**src/rtl/inst_fetch_pkg.sv**
```systemverilog
// Shared constants and types for the instruction fetch unit.
// The optional statistics counters are enabled with INST_FETCH_STATS_EN.
package inst_fetch_pkg;

    localparam logic [31:0] INST_NOP         = 32'h0000_0013;
    localparam logic [31:0] RESET_PC_DEFAULT = 32'h4000_0000;

    typedef struct packed {
        logic [31:0] pc;
        logic [31:0] inst;
    } fq_entry_t;

    function automatic logic [31:0] word_align(input logic [31:0] addr);
        return {addr[31:2], 2'b00};
    endfunction

endpackage

```
**src/rtl/inst_fetch_if.sv**
```systemverilog
// Fetch-side bundle: IMEM request/response, decode handshake and redirect.
// master = fetch unit, slave = environment (IMEM, decode, branch resolution).
interface inst_fetch_if;
    logic        imem_en;
    logic [31:0] imem_addr;
    logic [31:0] imem_rdata;
    logic        inst_valid;
    logic        inst_ready;
    logic [31:0] inst;
    logic [31:0] inst_pc;
    logic [6:0]  opcode;
    logic        redirect_valid;
    logic [31:0] redirect_pc;

    modport master (
        output imem_en, imem_addr, inst_valid, inst, inst_pc, opcode,
        input  imem_rdata, inst_ready, redirect_valid, redirect_pc
    );

    modport slave (
        input  imem_en, imem_addr, inst_valid, inst, inst_pc, opcode,
        output imem_rdata, inst_ready, redirect_valid, redirect_pc
    );
endinterface

```
**src/rtl/inst_fetch_fetch_queue.sv**
```systemverilog
// Two-entry {pc, inst} FIFO; entry 0 is always the head.
// Flush has priority over push and pop.
module fetch_queue
    import inst_fetch_pkg::*;
(
    input  logic      clk,
    input  logic      rst,
    input  logic      push_i,
    input  logic      pop_i,
    input  logic      flush_i,
    input  fq_entry_t din_i,
    output logic [1:0] count_o,
    output fq_entry_t head_o
);

    fq_entry_t  ent0_q, ent1_q;
    logic [1:0] count_q, count_d;
    logic [1:0] wr_idx;

    // Write slot is computed after the shift, so push+pop on a full queue lands in entry 1.
    always_comb begin
        wr_idx  = count_q - {1'b0, pop_i};
        count_d = count_q + {1'b0, push_i} - {1'b0, pop_i};
    end

    always_ff @(posedge clk or posedge rst) begin
        if (rst) begin
            count_q <= '0;
            ent0_q  <= '0;
            ent1_q  <= '0;
        end else if (flush_i) begin
            count_q <= '0;
        end else begin
            if (pop_i)
                ent0_q <= ent1_q;
            if (push_i) begin
                if (wr_idx == 2'd0)
                    ent0_q <= din_i;
                else
                    ent1_q <= din_i;
            end
            count_q <= count_d;
        end
    end

    assign count_o = count_q;
    assign head_o  = ent0_q;

endmodule

```
**src/rtl/inst_fetch.sv**
```systemverilog
// Instruction fetch: PC, sequential IMEM requests, 2-entry queue to decode.
// Define INST_FETCH_STATS_EN to add fetch_count / redirect_count outputs.
module inst_fetch
    import inst_fetch_pkg::*;
#(
    parameter logic [31:0] RESET_PC = RESET_PC_DEFAULT,
    parameter int          DEPTH    = 2
) (
    input  logic             clk,
    input  logic             rst,
    inst_fetch_if.master     bus
`ifdef INST_FETCH_STATS_EN
    ,
    output logic [31:0]      fetch_count,
    output logic [31:0]      redirect_count
`endif
);

    logic [31:0] pc_q, req_pc_q;
    logic        inflight_q, epoch_q, req_epoch_q, epoch_d;
    logic [1:0]  count;
    fq_entry_t   head, push_ent;
    logic        inst_valid, pop, push, issue, imem_en;
    logic [2:0]  occ;
    logic [31:0] imem_addr, inst_w;

    assign inst_valid = (count != 2'd0);
    assign pop        = inst_valid && bus.inst_ready;
    assign epoch_d    = epoch_q ^ bus.redirect_valid;

    // Only issue when the response is guaranteed a free slot on return.
    always_comb begin
        occ       = {1'b0, count} + {2'b00, inflight_q} - {2'b00, pop};
        issue     = bus.redirect_valid || (occ < 3'(DEPTH));
        imem_en   = issue && !rst;
        imem_addr = bus.redirect_valid ? word_align(bus.redirect_pc) : pc_q;
    end

    // A stale response carries the old epoch and is discarded.
    assign push          = inflight_q && (req_epoch_q == epoch_q);
    assign push_ent.pc   = req_pc_q;
    assign push_ent.inst = bus.imem_rdata;

    always_ff @(posedge clk or posedge rst) begin
        if (rst) begin
            pc_q        <= RESET_PC;
            req_pc_q    <= '0;
            inflight_q  <= 1'b0;
            epoch_q     <= 1'b0;
            req_epoch_q <= 1'b0;
        end else begin
            inflight_q <= imem_en;
            epoch_q    <= epoch_d;
            if (imem_en) begin
                pc_q        <= imem_addr + 32'd4;
                req_pc_q    <= imem_addr;
                req_epoch_q <= epoch_d;
            end
        end
    end

    fetch_queue u_queue (
        .clk     (clk),
        .rst     (rst),
        .push_i  (push),
        .pop_i   (pop),
        .flush_i (bus.redirect_valid),
        .din_i   (push_ent),
        .count_o (count),
        .head_o  (head)
    );

    assign inst_w         = inst_valid ? head.inst : INST_NOP;
    assign bus.imem_en    = imem_en;
    assign bus.imem_addr  = imem_addr;
    assign bus.inst_valid = inst_valid;
    assign bus.inst       = inst_w;
    assign bus.inst_pc    = inst_valid ? head.pc : 32'h0;
    assign bus.opcode     = inst_w[6:0];

`ifdef INST_FETCH_STATS_EN
    logic [31:0] fetch_count_q, redirect_count_q;

    always_ff @(posedge clk or posedge rst) begin
        if (rst) begin
            fetch_count_q    <= '0;
            redirect_count_q <= '0;
        end else begin
            if (pop)
                fetch_count_q <= fetch_count_q + 32'd1;
            if (bus.redirect_valid)
                redirect_count_q <= redirect_count_q + 32'd1;
        end
    end

    assign fetch_count    = fetch_count_q;
    assign redirect_count = redirect_count_q;
`endif

endmodule
```
**src/flat_wrapper.sv**
```systemverilog
// flat-port wrapper written by rule: the top's interface ports become plain ports
module inst_fetch_flat import inst_fetch_pkg::*;
#(
    parameter logic [31:0] RESET_PC = RESET_PC_DEFAULT,
    parameter int          DEPTH    = 2
)
  (clk, rst, bus_imem_en, bus_imem_addr, bus_inst_valid, bus_inst, bus_inst_pc, bus_opcode, bus_imem_rdata, bus_inst_ready, bus_redirect_valid, bus_redirect_pc);
  inst_fetch_if bus_i ();
  input  logic clk;
  input  logic rst;
  output wire logic [$bits(bus_i.imem_en)-1:0] bus_imem_en;
  output wire logic [$bits(bus_i.imem_addr)-1:0] bus_imem_addr;
  output wire logic [$bits(bus_i.inst_valid)-1:0] bus_inst_valid;
  output wire logic [$bits(bus_i.inst)-1:0] bus_inst;
  output wire logic [$bits(bus_i.inst_pc)-1:0] bus_inst_pc;
  output wire logic [$bits(bus_i.opcode)-1:0] bus_opcode;
  input wire logic [$bits(bus_i.imem_rdata)-1:0] bus_imem_rdata;
  input wire logic [$bits(bus_i.inst_ready)-1:0] bus_inst_ready;
  input wire logic [$bits(bus_i.redirect_valid)-1:0] bus_redirect_valid;
  input wire logic [$bits(bus_i.redirect_pc)-1:0] bus_redirect_pc;
  assign bus_imem_en = bus_i.imem_en;
  assign bus_imem_addr = bus_i.imem_addr;
  assign bus_inst_valid = bus_i.inst_valid;
  assign bus_inst = bus_i.inst;
  assign bus_inst_pc = bus_i.inst_pc;
  assign bus_opcode = bus_i.opcode;
  assign bus_i.imem_rdata = bus_imem_rdata;
  assign bus_i.inst_ready = bus_inst_ready;
  assign bus_i.redirect_valid = bus_redirect_valid;
  assign bus_i.redirect_pc = bus_redirect_pc;
  inst_fetch #(.RESET_PC(RESET_PC), .DEPTH(DEPTH)) u_core (.clk(clk), .rst(rst), .bus(bus_i));
endmodule
```
**config.mk**
```make
export PLATFORM = sky130hd
export DESIGN_NAME = inst_fetch_flat
export DESIGN_NICKNAME = d
export VERILOG_FILES = /design/src/rtl/inst_fetch_pkg.sv /design/src/rtl/inst_fetch_if.sv /design/src/rtl/inst_fetch_fetch_queue.sv /design/src/rtl/inst_fetch.sv /design/src/flat_wrapper.sv
export SDC_FILE = /design/constraint.sdc
export NUM_CORES = 1
export LEC_CHECK = 0
export CORE_MARGIN = 3
export CORE_UTILIZATION = 53
export CTS_CLUSTER_DIAMETER = 40
export DETAILED_ROUTE_END_ITERATION = 12
export PLACE_DENSITY = 0.81
export SETUP_SLACK_MARGIN = 0.3
export SLEW_MARGIN = 20
export SYNTH_ARGS = -nofsm -noshare
export SYNTH_HDL_FRONTEND = slang
export SYNTH_SLANG_ARGS = --single-unit
```
**constraint.sdc**
```tcl
create_clock -name clk -period 6.8 [get_ports clk]
set_input_delay 1.02 -clock clk [delete_from_list [all_inputs] [get_ports clk]]
set_output_delay 1.02 -clock clk [all_outputs]
set_load 0.005 [all_outputs]
```
Yosys cells after proc, flatten, opt, wreduce, memory -nomap -nowiden
Cells that the tools add are included.

storage, ports and cells
  flip-flop bits (word level) = 197
  output and inout port bits = 105
  word-level logic and storage cells = 36

cells by class
  add/subtract/negate cells = 6
  $lt $le $gt $ge = 1
  eq/ne operators = 1
  mux-type cells = 7
  bitwise gates (word level) = 3
  reductions and logical operators = 8

operators by type and width
  kind                                                                          count
  64-bit two-way mux                                                            3
  32-bit two-way mux                                                            3
  32-bit by 3-bit adder with 32-bit output, second input constant               1
  2-bit by 1-bit subtractor with 2-bit output                                   2
  2-bit by 1-bit adder with 3-bit output                                        1
  1-bit logical AND                                                             3
  3-bit by 2-bit less-than comparator with 1-bit output, second input constant  1
  3-bit AND reduction                                                           1
  3-bit by 1-bit subtractor with 3-bit output                                   1
  2-bit by 1-bit adder with 2-bit output                                        1
  2-bit logical NOT                                                             1
  2-bit two-way mux                                                             1
  1-bit inverter                                                                2
  2-bit nonzero test                                                            1
  1-bit == test                                                                 1
  1-bit logical NOT                                                             1
  1-bit logical OR                                                              1
  1-bit XOR                                                                     1

Logic depth before layout (Yosys ltp)
  depth after elaboration = 6
  gate-level depth with buffers = 13
  gate-level depth less buffers = 10

Modules after synthesis
Synthesis repeated with hierarchy kept, for this count alone.

second synthesis, totals
  cell total of the unflattened synthesis = 1021
  area total of the unflattened synthesis = 10151.0 µm²

by module, submodules not included
  module       times used  cells each  area each (µm²)
  fetch_queue  1           516         5804.3
  inst_fetch   1           505         4346.7

Worst setup path after synthesis
OpenSTA, ideal clock, no wires.

  path type = input port to flip-flop
  from = input rst
  to = register u_core.req_pc_q[0]
  library setup time = 0.123 ns
  arrival time = 5.557 ns
  required time = 6.677 ns
  slack = 1.120 ns
  stages = 3
  cells stage by stage = inv_1 nand2_1 and2_1

between the ends
  cells in the longest elaborated chain, start to end = 2

ends and longest elaborated chain
  item                  line                text
  start, declared       flat_wrapper.sv:10  input logic rst;
  1-bit logical NOT     inst_fetch.sv:35    imem_en = issue && !rst;
  1-bit logical AND     inst_fetch.sv:35
  end signal, assigned  inst_fetch.sv:56    req_pc_q <= imem_addr;
  end, declared         inst_fetch.sv:19    logic [31:0] pc_q, req_pc_q;

Every way passes these cells.
A chain may end at the register's enable or synchronous reset.

Worst setup path in the final report
  from = input bus_inst_ready
  to = output bus_imem_en

between the ends
  cells in the longest elaborated chain, start to end = 5

ends and longest elaborated chain
  item                                                   line                text
  start, declared                                        flat_wrapper.sv:18  input wire logic [$bits(bus_i.inst_ready)-1:0] bus_inst_ready;
  1-bit logical AND                                      inst_fetch.sv:28    assign pop = inst_valid && bus.inst_ready;
  3-bit by 1-bit subtractor with 3-bit output            inst_fetch.sv:33    occ = {1'b0, count} + {2'b00, inflight_q} - {2'b00, pop};
  3-bit by 2-bit less-than comparator with 1-bit output  inst_fetch.sv:34    issue = bus.redirect_valid || (occ < 3'(DEPTH));
  1-bit logical OR                                       inst_fetch.sv:34
  1-bit logical AND                                      inst_fetch.sv:35
  end, declared                                          flat_wrapper.sv:11  output wire logic [$bits(bus_i.imem_en)-1:0] bus_imem_en;

Every way passes these cells.

==> flow_summary.toml <==
[sta]
setup_viol = 0
fmaxAchievable_mhz = 197.1
rsz0062_at_grt = "false"
post-route-period-util_pct = 74.62
final_hold_viol_count = 0
skew_ps = 13.77
slew_headroom_pct = 34.13
whs_ps = 479.9
period_minus_slack_ps = 5074
slew_violations = 0
worstMarginPinSlew_ps = 988.1
finalSetupTns_ps = 0

[power_and_ir_drop]
p_int_mw = 3.203
p_leak_nw = 5.065
switching_share_pct = 33.61
power_frac_comb_pct = 36.3
p_switching_mw = 1.622
power_per_cell_area_nw_per_um2 = 408.4
power_frac_seq_pct = 40.6
peakVddDrop_uv = 203.2
clock_power_share_pct = 23.1

[job]
cap_violations = 0

[critical_path]
worstPathCellList = "clkdlybuf4s50_1 -> nand2_1 -> nor2_1 -> fa_1 -> xnor2_1 -> a21oi_1 -> or2_2 -> inv_1 -> clkdlybuf4s50_1"
path_depth = 9
critPathMaxStageDelay_ps = 640
critPathKind = "input pin to output pin"
reg2reg_depth = 10
worstPathArrival_ps = 4050
path_buf_inv = 3
crit_path_start_kind = "input pin"
critical_path.top_delay_family = "buffers and inverters"
crit_slowest_cell = "clkdlybuf4s50_1"
crit_top_cell = "clkdlybuf4s50_1"
critPathRequiredTime_ps = 5780
worstSetupEndpointType = "output pin"
crit_fanout = 23

[detailed_routing]
firstDrtPassIters = 5
totalWireLength_um = 22830
via_per_inst = 5.885
postRouteAntennaNets = 0
drc = 0
num_vias = 7209
wl_per_cell_um = 18.64
drt_iter0_drc = 474

[place]
placed_cell_area_um2 = 11160
numPortBuffers = 170
dpl.hpwl_um = 14580
place_congestion = 0.8473

[cells_and_area]
fin_nets = 1058
seq_area_um2 = 4881
final_cell_area_um2 = 11820
drive_above_1_share_pct = 13.20
area_growth_pct = 25.41
layout_commonest_cell = "dfrtp_1"
multi_input_area_um2 = 4149
mostFrequentLayoutCells = "dfrtp_1, clkdlybuf4s50_1, nand2_1"
n_antenna_cell = 0
fill_cells = 1345

[logic_synthesis]
yosysWarnings = 0
synth_top_cell_by_area = "dfrtp_1"
synthFlopType = "dfrtp_1"
synth.net_count = 930
synth_edf_count = 0
mappedNetlistArea_um2 = 9422
synthArstFlopShare_pct = 100.0
ys_types = 52
ys_seq_area_share_pct = 51.81
synth_area_per_cell_um2 = 10.97
synth_top_area_share_pct = 51.53
synth_seq_cells = 195
synthCells = 859
synth_area_leaders = "dfrtp_1, mux2_2, o2bb2ai_1"

[grt]
antenna_found_initial = 0
met3_usage_pct = 4.227
grt_pass1_wl_um = 37890
top_usage_layer = "met2"
gr-usage-all-layers_pct = 23.90
use_met2_pct = 37.51
grt_overflow = 0
grt_max_degree = 144
grt_pass1_vias = 7310
grtUsageMet1_pct = 34.50

[cts]
root_buffer = "clkbuf_16"
clkTransAtPathRegs_ps = 60
cts_buffers = 17
cts.sinks = 195
cts_resized = 0
cts_hold_buf = 0
clockBufferDepth = 2
post_cts_buffers = 0
htree_levels = 4
clk_latency_ps = 430
cts_tree = "done"

[floorplanning]
die_y_um = 139.3
boundaryPins = 173
die_area_um2 = 19410
start_util_pct = 54.28
die_w_um = 139.3
fp.coreArea_um2 = 17360
rows = 48

[worst_hold_path]
hold_depth = 1
hold_path.class = "register to register"

[status]
outcome = "finished, final reports clean"
## power by group through the flow
stage               clock [mW]  sequential [mW]  combinational [mW]
finish                    1.11             1.96                1.75
global route              1.18             2.02                1.94
CTS                       1.13             1.95                1.77
detailed placement           0             1.96                1.76
global placement             0             1.94                1.70
floorplan                    0             1.87                1.16
## logic make-up (layout without fill, tap and decap cells)
logic type                 after synthesis  after routing  synth area share [%]
muxes                                   92             92                 10.81
AOI/OAI and AO/OA                      200            200                 15.92
DFF                                    195            195                 51.81
xor gates and xnor gates                23             23                 2.138
buffers and inverters                   89            230                 4.303
and+or+nand+nor                        257            257                 14.54
adders and majority gates                3              3                0.4781
## routing by layer
metal | vias to the layer above | share of wire (%)
li1 | 3366 | -
met1 | 3569 | 46
met2 | 246 | 47
met3 | 28 | 5.2
met4 | 0 | 1.5
met5 | - | 0
## stage by stage
step                      util (%)  cells  setup slack (ps)  power (mW)
after floorplan                  -    859             450.5       3.029
after global placement       64.28   1193              1749       3.643
after detailed placement     64.28   1193              1706       3.725
after CTS                    68.07   1225              1710       4.859
after global routing         68.07   1225              1531       5.144
final                        68.07   1225              1726       4.825
## cells in the mapped netlist (all sizes together), types with 2 or more instances
cell type,count
o31ai,7
xnor2,14
nand3,16
or4,5
nand3b,8
or2,2
o211ai,5
nand4,13
nand2b,7
and3b,2
o31a,5
and3,3
a22oi,69
nor4,5
ha,2
o21ai,35
nor2b,4
a222oi,2
a21oi,5
mux2,78
inv,19
nand4b,5
xor2,9
nand2,111
o2bb2ai,64
clkbuf,42
and2,65
nor2,6
a211oi,2
dfrtp,194
buf,28
or3,2
mux2i,14
## area by class of cell
class                   instances  area share, %
flip-flops and latches        195          41.31
multi-input cells             575          35.12
repair buffers                179          14.95
clock buffers                  20          3.865
well taps                     225          2.383
clock inverters                12          1.705
inverters                      19         0.6672
## final timing paths
path / from / end / slack, ps
max reg2reg: u_core.u_queue.count_o[1] / u_core.pc_q[27] / 3510
max in group asynchronous: rst / u_core.u_queue.ent1_q[10] / 4290
max: bus_inst_ready / bus_imem_en / 1730
min in group asynchronous: rst / u_core.u_queue.head_o[42] / 1260
min: u_core.u_queue.head_o[44] / u_core.u_queue.head_o[44] / 480
min reg2reg: u_core.u_queue.head_o[44] / u_core.u_queue.head_o[44] / 480
## worst reg2reg max path, stage by stage, from the launching register on
cell and delay [ps]:
dfrtp_1 450, or2_2 320, nand2_1 230, nor2_1 100
fa_1 410, xnor2_1 140, a21oi_1 70, or2_2 320
buf_4 390, or4_1 690, nand3_1 100
## registers in the layout (all words and copies together) (netlist names)
signal,flops
u_core.req_pc_q,32
u_core.u_queue.head_o,64
u_core.epoch_q,1
u_core.pc_q,30
u_core.u_queue.ent1_q,64
u_core.u_queue.count_o,2
u_core.inflight_q,1
u_core.req_epoch_q,1
No activity file was read; power rests on OpenSTA's default activity.
